### src/rtl/rtc_counter_pkg.sv
// rtc_counter_pkg
//   Shared time-of-day definitions: field widths, default moduli, a packed
//   hh:mm:ss record and a range-check helper. Display and alarm blocks import
//   this package so that every block agrees on the field layout.
package rtc_counter_pkg;

   localparam int HOUR_W       = 5;
   localparam int MIN_W        = 6;
   localparam int SEC_W        = 6;

   localparam int HOUR_MOD_DEF = 24;
   localparam int MIN_MOD_DEF  = 60;
   localparam int SEC_MOD_DEF  = 60;

   typedef struct packed {
      logic [HOUR_W-1:0] hh;
      logic [MIN_W-1:0]  mm;
      logic [SEC_W-1:0]  ss;
   } tod_t;

   // True when a field value is a legal count for the given modulus.
   function automatic logic below_mod(input logic [6:0] val, input int modv);
      return int'(val) < modv;
   endfunction

endpackage

### src/rtl/rtc_counter_if.sv
// rtc_counter_if
//   Time-set handshake bundle.
//   set_valid        : requester asks to load set_hh:set_mm:set_ss
//   set_hh/mm/ss     : time to load
//   set_ready        : counter can accept a set this cycle
//   set_err          : one-cycle pulse, accepted set was out of range
//   master modport = requester side, slave modport = rtc_counter side.
interface rtc_counter_if;
   import rtc_counter_pkg::*;

   logic              set_valid;
   logic              set_ready;
   logic              set_err;
   logic [HOUR_W-1:0] set_hh;
   logic [MIN_W-1:0]  set_mm;
   logic [SEC_W-1:0]  set_ss;

   modport master (
      output set_valid, set_hh, set_mm, set_ss,
      input  set_ready, set_err
   );

   modport slave (
      input  set_valid, set_hh, set_mm, set_ss,
      output set_ready, set_err
   );

endinterface

### src/rtl/rtc_counter_mod_counter.sv
// mod_counter
//   Modulo-MOD counter used for one time-of-day field.
//   clk, rst  : clock, synchronous active-high reset (count -> 0)
//   inc       : advance by one this cycle
//   load      : load load_val (has priority over inc)
//   load_val  : value to load
//   count     : current value, always 0..MOD-1
//   wrap      : combinational, high when this inc rolls count back to 0;
//               feeds the inc of the next field up the chain
module mod_counter #(
   parameter int MOD   = 60,
   parameter int WIDTH = 6
) (
   input  logic             clk,
   input  logic             rst,
   input  logic             inc,
   input  logic             load,
   input  logic [WIDTH-1:0] load_val,
   output logic [WIDTH-1:0] count,
   output logic             wrap
);

   logic at_top;

   // Compare before incrementing so the field never holds MOD.
   assign at_top = (count == WIDTH'(MOD - 1));
   assign wrap   = inc & ~load & at_top;

   always_ff @(posedge clk) begin
      if (rst) begin
         count <= '0;
      end else if (load) begin
         count <= load_val;
      end else if (inc) begin
         count <= at_top ? '0 : count + WIDTH'(1);
      end
   end

endmodule

### src/rtl/rtc_counter.sv
// rtc_counter
//   Time-of-day counter advanced by edges of the divider output tick_in,
//   which is already in the clk domain and sampled as plain data.
//   clk, rst        : clock, synchronous active-high reset
//   tick_in         : divided clock level; each qualifying edge = 1 second
//   enable          : 1 counts, 0 freezes time and drops edges
//   set_bus (slave) : time-set handshake (valid/ready, hh/mm/ss, err)
//   hours/minutes/seconds : current time
//   sec/min/hour/day_pulse : one-cycle carry pulses, registered
//   BOTH_EDGES=1 counts every toggle, 0 counts rising edges only.
//   Moduli must fit the fixed field widths (HOUR_MOD<=32, MIN/SEC_MOD<=64).
module rtc_counter
   import rtc_counter_pkg::*;
#(
   parameter bit BOTH_EDGES = 1'b1,
   parameter int SEC_MOD    = SEC_MOD_DEF,
   parameter int MIN_MOD    = MIN_MOD_DEF,
   parameter int HOUR_MOD   = HOUR_MOD_DEF
) (
   input  logic              clk,
   input  logic              rst,
   input  logic              tick_in,
   input  logic              enable,
   rtc_counter_if.slave      set_bus,
   output logic [HOUR_W-1:0] hours,
   output logic [MIN_W-1:0]  minutes,
   output logic [SEC_W-1:0]  seconds,
   output logic              sec_pulse,
   output logic              min_pulse,
   output logic              hour_pulse,
   output logic              day_pulse
);

   tod_t set_tod;
   logic tick_q;
   logic tick_edge;
   logic accept;
   logic range_ok;
   logic load;
   logic inc;
   logic sec_wrap;
   logic min_wrap;
   logic hour_wrap;

   assign set_tod   = '{hh: set_bus.set_hh, mm: set_bus.set_mm, ss: set_bus.set_ss};

   assign tick_edge = BOTH_EDGES ? (tick_in ^ tick_q) : (tick_in & ~tick_q);

   assign accept    = set_bus.set_valid & set_bus.set_ready;
   assign range_ok  = below_mod(7'(set_tod.hh), HOUR_MOD) &
                      below_mod(7'(set_tod.mm), MIN_MOD)  &
                      below_mod(7'(set_tod.ss), SEC_MOD);
   assign load      = accept & range_ok;
   // A loaded time swallows a coincident edge; a rejected set does not.
   assign inc       = tick_edge & enable & ~load;

   mod_counter #(.MOD(SEC_MOD), .WIDTH(SEC_W)) u_sec (
      .clk      (clk),
      .rst      (rst),
      .inc      (inc),
      .load     (load),
      .load_val (set_tod.ss),
      .count    (seconds),
      .wrap     (sec_wrap)
   );

   mod_counter #(.MOD(MIN_MOD), .WIDTH(MIN_W)) u_min (
      .clk      (clk),
      .rst      (rst),
      .inc      (sec_wrap),
      .load     (load),
      .load_val (set_tod.mm),
      .count    (minutes),
      .wrap     (min_wrap)
   );

   mod_counter #(.MOD(HOUR_MOD), .WIDTH(HOUR_W)) u_hour (
      .clk      (clk),
      .rst      (rst),
      .inc      (min_wrap),
      .load     (load),
      .load_val (set_tod.hh),
      .count    (hours),
      .wrap     (hour_wrap)
   );

   // tick_q follows tick_in even while disabled, so re-enabling never
   // sees a stale edge. set_ready drops for one cycle after any accepted set.
   always_ff @(posedge clk) begin
      if (rst) begin
         tick_q            <= 1'b0;
         set_bus.set_ready <= 1'b0;
         set_bus.set_err   <= 1'b0;
         sec_pulse         <= 1'b0;
         min_pulse         <= 1'b0;
         hour_pulse        <= 1'b0;
         day_pulse         <= 1'b0;
      end else begin
         tick_q            <= tick_in;
         set_bus.set_ready <= ~accept;
         set_bus.set_err   <= accept & ~range_ok;
         sec_pulse         <= inc;
         min_pulse         <= sec_wrap;
         hour_pulse        <= min_wrap;
         day_pulse         <= hour_wrap;
      end
   end

endmodule

### src/flat_wrapper.sv
// flat-port wrapper written by rule: the top's interface ports become plain ports
module rtc_counter_flat import rtc_counter_pkg::*;
#(
   parameter bit BOTH_EDGES = 1'b1,
   parameter int SEC_MOD    = SEC_MOD_DEF,
   parameter int MIN_MOD    = MIN_MOD_DEF,
   parameter int HOUR_MOD   = HOUR_MOD_DEF
)
  (clk, rst, tick_in, enable, hours, minutes, seconds, sec_pulse, min_pulse, hour_pulse, day_pulse, set_bus_set_valid, set_bus_set_hh, set_bus_set_mm, set_bus_set_ss, set_bus_set_ready, set_bus_set_err);
  rtc_counter_if set_bus_i ();
  input  logic clk;
  input  logic rst;
  input  logic tick_in;
  input  logic enable;
  output logic [HOUR_W-1:0] hours;
  output logic [MIN_W-1:0] minutes;
  output logic [SEC_W-1:0] seconds;
  output logic sec_pulse;
  output logic min_pulse;
  output logic hour_pulse;
  output logic day_pulse;
  input wire logic [$bits(set_bus_i.set_valid)-1:0] set_bus_set_valid;
  input wire logic [$bits(set_bus_i.set_hh)-1:0] set_bus_set_hh;
  input wire logic [$bits(set_bus_i.set_mm)-1:0] set_bus_set_mm;
  input wire logic [$bits(set_bus_i.set_ss)-1:0] set_bus_set_ss;
  output wire logic [$bits(set_bus_i.set_ready)-1:0] set_bus_set_ready;
  output wire logic [$bits(set_bus_i.set_err)-1:0] set_bus_set_err;
  assign set_bus_i.set_valid = set_bus_set_valid;
  assign set_bus_i.set_hh = set_bus_set_hh;
  assign set_bus_i.set_mm = set_bus_set_mm;
  assign set_bus_i.set_ss = set_bus_set_ss;
  assign set_bus_set_ready = set_bus_i.set_ready;
  assign set_bus_set_err = set_bus_i.set_err;
  rtc_counter #(.BOTH_EDGES(BOTH_EDGES), .SEC_MOD(SEC_MOD), .MIN_MOD(MIN_MOD), .HOUR_MOD(HOUR_MOD)) u_core (.clk(clk), .rst(rst), .tick_in(tick_in), .enable(enable), .set_bus(set_bus_i), .hours(hours), .minutes(minutes), .seconds(seconds), .sec_pulse(sec_pulse), .min_pulse(min_pulse), .hour_pulse(hour_pulse), .day_pulse(day_pulse));
endmodule
### config.mk
export PLATFORM = sky130hd
export DESIGN_NAME = rtc_counter_flat
export DESIGN_NICKNAME = d
export VERILOG_FILES = /design/src/rtl/rtc_counter_pkg.sv /design/src/rtl/rtc_counter_if.sv /design/src/rtl/rtc_counter_mod_counter.sv /design/src/rtl/rtc_counter.sv /design/src/flat_wrapper.sv
export SDC_FILE = /design/constraint.sdc
export NUM_CORES = 1
export LEC_CHECK = 0
export CAP_MARGIN = 0
export CELL_PAD_IN_SITES_DETAIL_PLACEMENT = 1
export CELL_PAD_IN_SITES_GLOBAL_PLACEMENT = 1
export CORE_ASPECT_RATIO = 0.75
export CORE_MARGIN = 2
export CORE_UTILIZATION = 35
export CTS_BUF_LIST = sky130_fd_sc_hd__clkbuf_2
export DETAILED_ROUTE_END_ITERATION = 8
export GPL_TIMING_DRIVEN = 0
export HOLD_SLACK_MARGIN = 0.12
export PLACE_DENSITY = 0.92
export SLEW_MARGIN = 20
export SYNTH_ARGS = -nofsm -noshare
export SYNTH_HDL_FRONTEND = slang
export SYNTH_SLANG_ARGS = --single-unit
### constraint.sdc
create_clock -name clk -period 3.7 [get_ports clk]
set_clock_uncertainty 0.2 [all_clocks]
set_input_delay 0.37 -clock clk [delete_from_list [all_inputs] [get_ports clk]]
set_output_delay 0.37 -clock clk [all_outputs]
set_load 0.02 [all_outputs]
### Word-level counts from Yosys, hierarchy flattened

Index checks and enable logic that the tools add are counted.

* register bits: 24
* output and inout port bits: 23
* input bits: 22

* eq/ne operators: 3
* reductions and logical operators: 3
* bitwise operators: 17
* order comparisons: 3
* $add $sub $neg: 3
* multiplexer cells: 9

Operators by type and width (number)
* 6-bit two-way mux: 6
* 5-bit two-way mux: 3
* 1-bit AND: 13
* 6-bit by 1-bit adder with 6-bit output, second input constant: 2
* 6-bit equality test, second input constant: 2
* 6-bit less-than comparator, second input constant: 2
* 2-bit nonzero test: 3
* 5-bit by 1-bit adder with 5-bit output, second input constant: 1
* 5-bit equality test, second input constant: 1
* 5-bit less-than comparator, second input constant: 1
* 1-bit inverter: 3
* 1-bit XOR: 1

### Longest topological paths before layout

* word-level depth: 12
* gate-level depth with buffers: 6
* mapped depth without buffers: 5

### By module

Synthesis repeated with hierarchy kept, for this count alone.

* cells, all modules: 145
* area total of the unflattened synthesis: 1400.1 µm²

Modules (own cells, without submodules)
* mod_counter at u_core.u_min ...: area an instance 431.7 µm², seq. area each 120.1 µm², cells an instance 44, instances 2
* mod_counter at u_core.u_hour: area an instance 281.5 µm², seq. area each 100.1 µm², cells an instance 34, instances 1
* rtc_counter: area an instance 255.2 µm², seq. area each 140.1 µm², cells an instance 23, instances 1

### Least setup slack after synthesis

OpenSTA, ideal clock, no wires.

* path kind: reg-to-reg
* from: register u_core.u_sec.count[0]
* to: register u_core.u_hour.count[4]
* cell stages (with the launch flop): 6
* arrival time: 1872 ps
* path slack: 1537 ps
* cells stage by stage: dfxtp_1 -> ha_1 -> and4_1 -> nand4_2 -> or4_1 -> a311oi_1

* cells in the longest elaborated chain, start to end: 5

Ends and longest elaborated chain
* start, declared: RTL line rtc_counter_mod_counter.sv:19 `output logic [WIDTH-1:0] count,`
* start signal, assigned: RTL line rtc_counter_mod_counter.sv:33 `count <= load_val;`
* start signal, assigned: RTL line rtc_counter_mod_counter.sv:35 `count <= at_top ? '0 : count + WIDTH'(1);`
* 6-bit equality test: RTL line rtc_counter_mod_counter.sv:26 `assign at_top = (count == WIDTH'(MOD - 1));`
* 1-bit AND (3 in a row): RTL line rtc_counter_mod_counter.sv:27 `assign wrap = inc & ~load & at_top;`
* 2-bit nonzero test (no line)
* end signal, assigned: RTL line rtc_counter_mod_counter.sv:33
* end signal, assigned: RTL line rtc_counter_mod_counter.sv:35
* end, declared: RTL line rtc_counter_mod_counter.sv:19

Every way passes these cells.
A chain may end at the register's enable or synchronous reset.

### Worst setup path after layout

Ends and elaborated chain as after synthesis.

==> impl_metrics.ini <==
[outcome]
status = complete, no violations

[clocking]
cts_buffers = 3
clk_root_buffer_cell = clkbuf_2
clkLatencyLatePin_ns = 0.34
cts_resized = 0
path_clk_slew_ns = 0.23
cts_hold_buf = 1
clockBufferDepth = 2
cts_tree = yes
post_cts_buffers = 0
cts.sinks = 24
cts.htree.levels = 1

[detailed_routing]
routedWlPerCell_um = 18.4
viasPerCell = 6.04
dr.pass1.iters = 4
vias = 1425
drc = 0
postRouteAntennaNets = 0
wirelength_mm = 4.35
drtIter0Drc = 88

[cells_and_area]
areaGrowthSynthToFinish_pct = 40.3
final_cell_mix = clkdlybuf4s50_1 (43), dfxtp_1 (24), nor2_1 (18), nand2_1 (16), a311oi_1 (15)
drive_gt1_share_pct = 4.59
top_regs = u_core.u_min.count (6), u_core.u_sec.count (6), u_core.u_hour.count (5)
layoutNonFillerInstCount = 236
final_common_cell = clkdlybuf4s50_1
nets = 223
num-fill-cells = 403
diodes = 0

[setup_path]
path_buf_inv = 0
worstPathRequired_ns = 3.77
path_cells = ha_1, and4_1, nand4_2, or4_1, a311oi_1
crit_slowest_cell = or4_1
endpoint_kind = register
rr_endpoint = u_core.u_hour.count[4]$_SDFFE_PP0P_
cp-start-kind = register
max_stage_delay_ns = 0.58
reg2regPathDepth = 5
critPathArrivalTime_ns = 2.42
r2r-start = u_core.u_sec.count[0]$_SDFFE_PP0P_
critPathTopFamily = simple AND/OR/NAND/NOR gates
cp_max_fo = 8
worstSetupPathType = register to register
rrSetupSlack_ns = 1.35

[die]
dieWidth_um = 73.1
start_util_pct = 37.4
pin_count = 45
rows = 18
coreArea_mm2 = 0.00336
fp.dieArea_mm2 = 0.00409
die-height_um = 55.9

[timing]
max_freq_mhz = 425
maxSlewViolCount = 0
period_share_pct = 63.6
hold_viol_final = 0
tightestPinTransition_ns = 0.597
fin_tns_setup_ns = 0
maxSlewHeadroom_pct = 60.2
final.min_clock_period_ns = 2.35
grt_setup_unrepaired = no
final-setup-viol-count = 0

[logic_synthesis]
syn_area_per_cell_um2 = 8.42
yosysWarnings = 0
synth_fp_nets = 174
ys_ff_latch = 24
ys_seq_area_share_pct = 38.3
synth.distinct_cells = 36
syn-instance-count = 149
synthesis.area_mm2 = 0.00125

[run]
cap_violations = 0

[global_route]
grt_pass1_wl_mm = 7.24
grt_overflow = 0
grt_max_degree = 13
grt_pass1_vias = 1496
track_usage_pct = 22.1
antenna_found_initial = 0

[pwr]
pwr-share-clk_pct = 19.7
seq_power_share_pct = 56.5
power_density_mw_per_mm2 = 293
intPower_mw = 0.357
design_power_total_mw = 0.517
pwr-share-comb_pct = 23.8
switching_share_pct = 30.9
vdd.ir_drop.worst_mv = 0.128
leakage_nw = 0.581
switchingPower_mw = 0.160

[placement]
place_congestion = 0.925
hpwlAfterDp_mm = 3.33
io_buffer_count = 43
placed_cells = 232

[worst_hold_path]
hold_depth = 1
hold_start = u_core.set_bus.set_ready$_SDFF_PP0_
hold_end = u_core.set_bus.set_ready$_SDFF_PP0_
min_path_type = register to register
-- kinds of logic (layout without fill, tap and decap cells) --
kind of cell / Yosys count / in the layout / synth area share, %
xor gates and xnor gates: 1 / 1 / 1.30
buffers and inverters: 11 / 58 / 3.59
AOI/OAI and AO/OA: 38 / 38 / 23.0
adders and majority gates: 3 / 3 / 2.99
and+or+nand+nor: 72 / 72 / 30.8
DFF: 24 / 24 / 38.3
-- power by group through the flow --
stage | registers (mW) | logic [mW] | clock network [mW]
2_1_floorplan | 0.309 | 0.0395 | 0
3_3_place_gp | 0.295 | 0.118 | 0
3_5_place_dp | 0.296 | 0.121 | 0
4_1_cts | 0.292 | 0.123 | 0.103
5_1_grt | 0.295 | 0.133 | 0.115
6_report | 0.292 | 0.123 | 0.102
-- metrics by stage --
| step | hold WS (ns) | utilization (%) | setup WS [ns] | instance area, um^2 |
|---|---|---|---|---|
| 2_1_floorplan | 0.266 | - | 1.54 | 1250 |
| 3_3_place_gp | 0.261 | 51.7 | 1.14 | 1740 |
| 3_5_place_dp | 0.306 | 51.7 | 1.06 | 1740 |
| 4_1_cts | 0.334 | 52.5 | 1.36 | 1760 |
| 5_1_grt | 0.342 | 52.5 | 1.24 | 1760 |
| 6_report | 0.325 | 52.5 | 1.35 | 1760 |
-- routing by layer --
layer	track usage, %	share of wire, %	vias up
li1	-	-	674
met1	29.9	45	694
met2	38.0	48	55
met3	3.80	6.6	2
met4	2.12	0.37	0
met5	0	0	-
-- worst max path at each step --
stage / from / endpoint / cells past startpoint
after floorplan: u_core.u_sec.count[0]$_SDFFE_PP0P_ / u_core.u_hour.count[4]$_SDFFE_PP0P_ / 5
after global placement: tick_in / u_core.u_hour.count[4]$_SDFFE_PP0P_ / 5
after detailed placement: tick_in / u_core.u_hour.count[4]$_SDFFE_PP0P_ / 5
after CTS: u_core.u_sec.count[0]$_SDFFE_PP0P_ / u_core.u_hour.count[4]$_SDFFE_PP0P_ / 5
after global routing: u_core.u_sec.count[0]$_SDFFE_PP0P_ / u_core.u_min.count[2]$_SDFFE_PP0P_ / 5
final: u_core.u_sec.count[0]$_SDFFE_PP0P_ / u_core.u_hour.count[4]$_SDFFE_PP0P_ / 5
-- synthesized netlist by cell type, drive strengths merged --
master	count	area, um^2
dfxtp	24	480
and4b	1	10.0
and2	3	18.8
nor3	4	20.0
a211oi	3	22.5
nand2	16	60.1
a311oi	15	131
nand3	5	25.0
o31ai	4	30.0
inv	3	11.3
o211ai	1	7.51
a21oi	2	10.0
xor2	1	16.3
ha	3	37.5
clkbuf	5	18.8
and4	2	17.5
or4	4	30.0
o21ai	6	30.0
or3	3	18.8
o41ai	1	8.76
nor2b	2	12.5
or3b	1	8.76
buf	3	15.0
o31a	2	17.5
nor2	18	67.6
nand4b	4	35.0
nand2b	1	6.26
a41oi	1	8.76
a22oi	1	7.51
nand4	5	37.5
a21boi	1	7.51
o21a	1	7.51
nor4	2	12.5
and3	1	6.26
-- area by class of cell --
type	count	area, um^2	share of cell area (%)
Buffer	8	33.8	1.92
Clock buffer	3	15.0	0.853
Inverter	3	11.3	0.640
Multi-Input combinational cell	114	729	41.4
Sequential cell	24	480	27.3
Tap cell	40	50.0	2.84
Timing Repair Buffer	44	440	25.0
-- worst reg2reg max path, delay by kind of cell (launching register included) --
family | cells | cell delay (ns)
simple gates | 3 | 1.15
flops | 1 | 0.44
fa+ha+maj | 1 | 0.21
compound gates | 1 | 0.28
(Power assumes the default switching activity.)
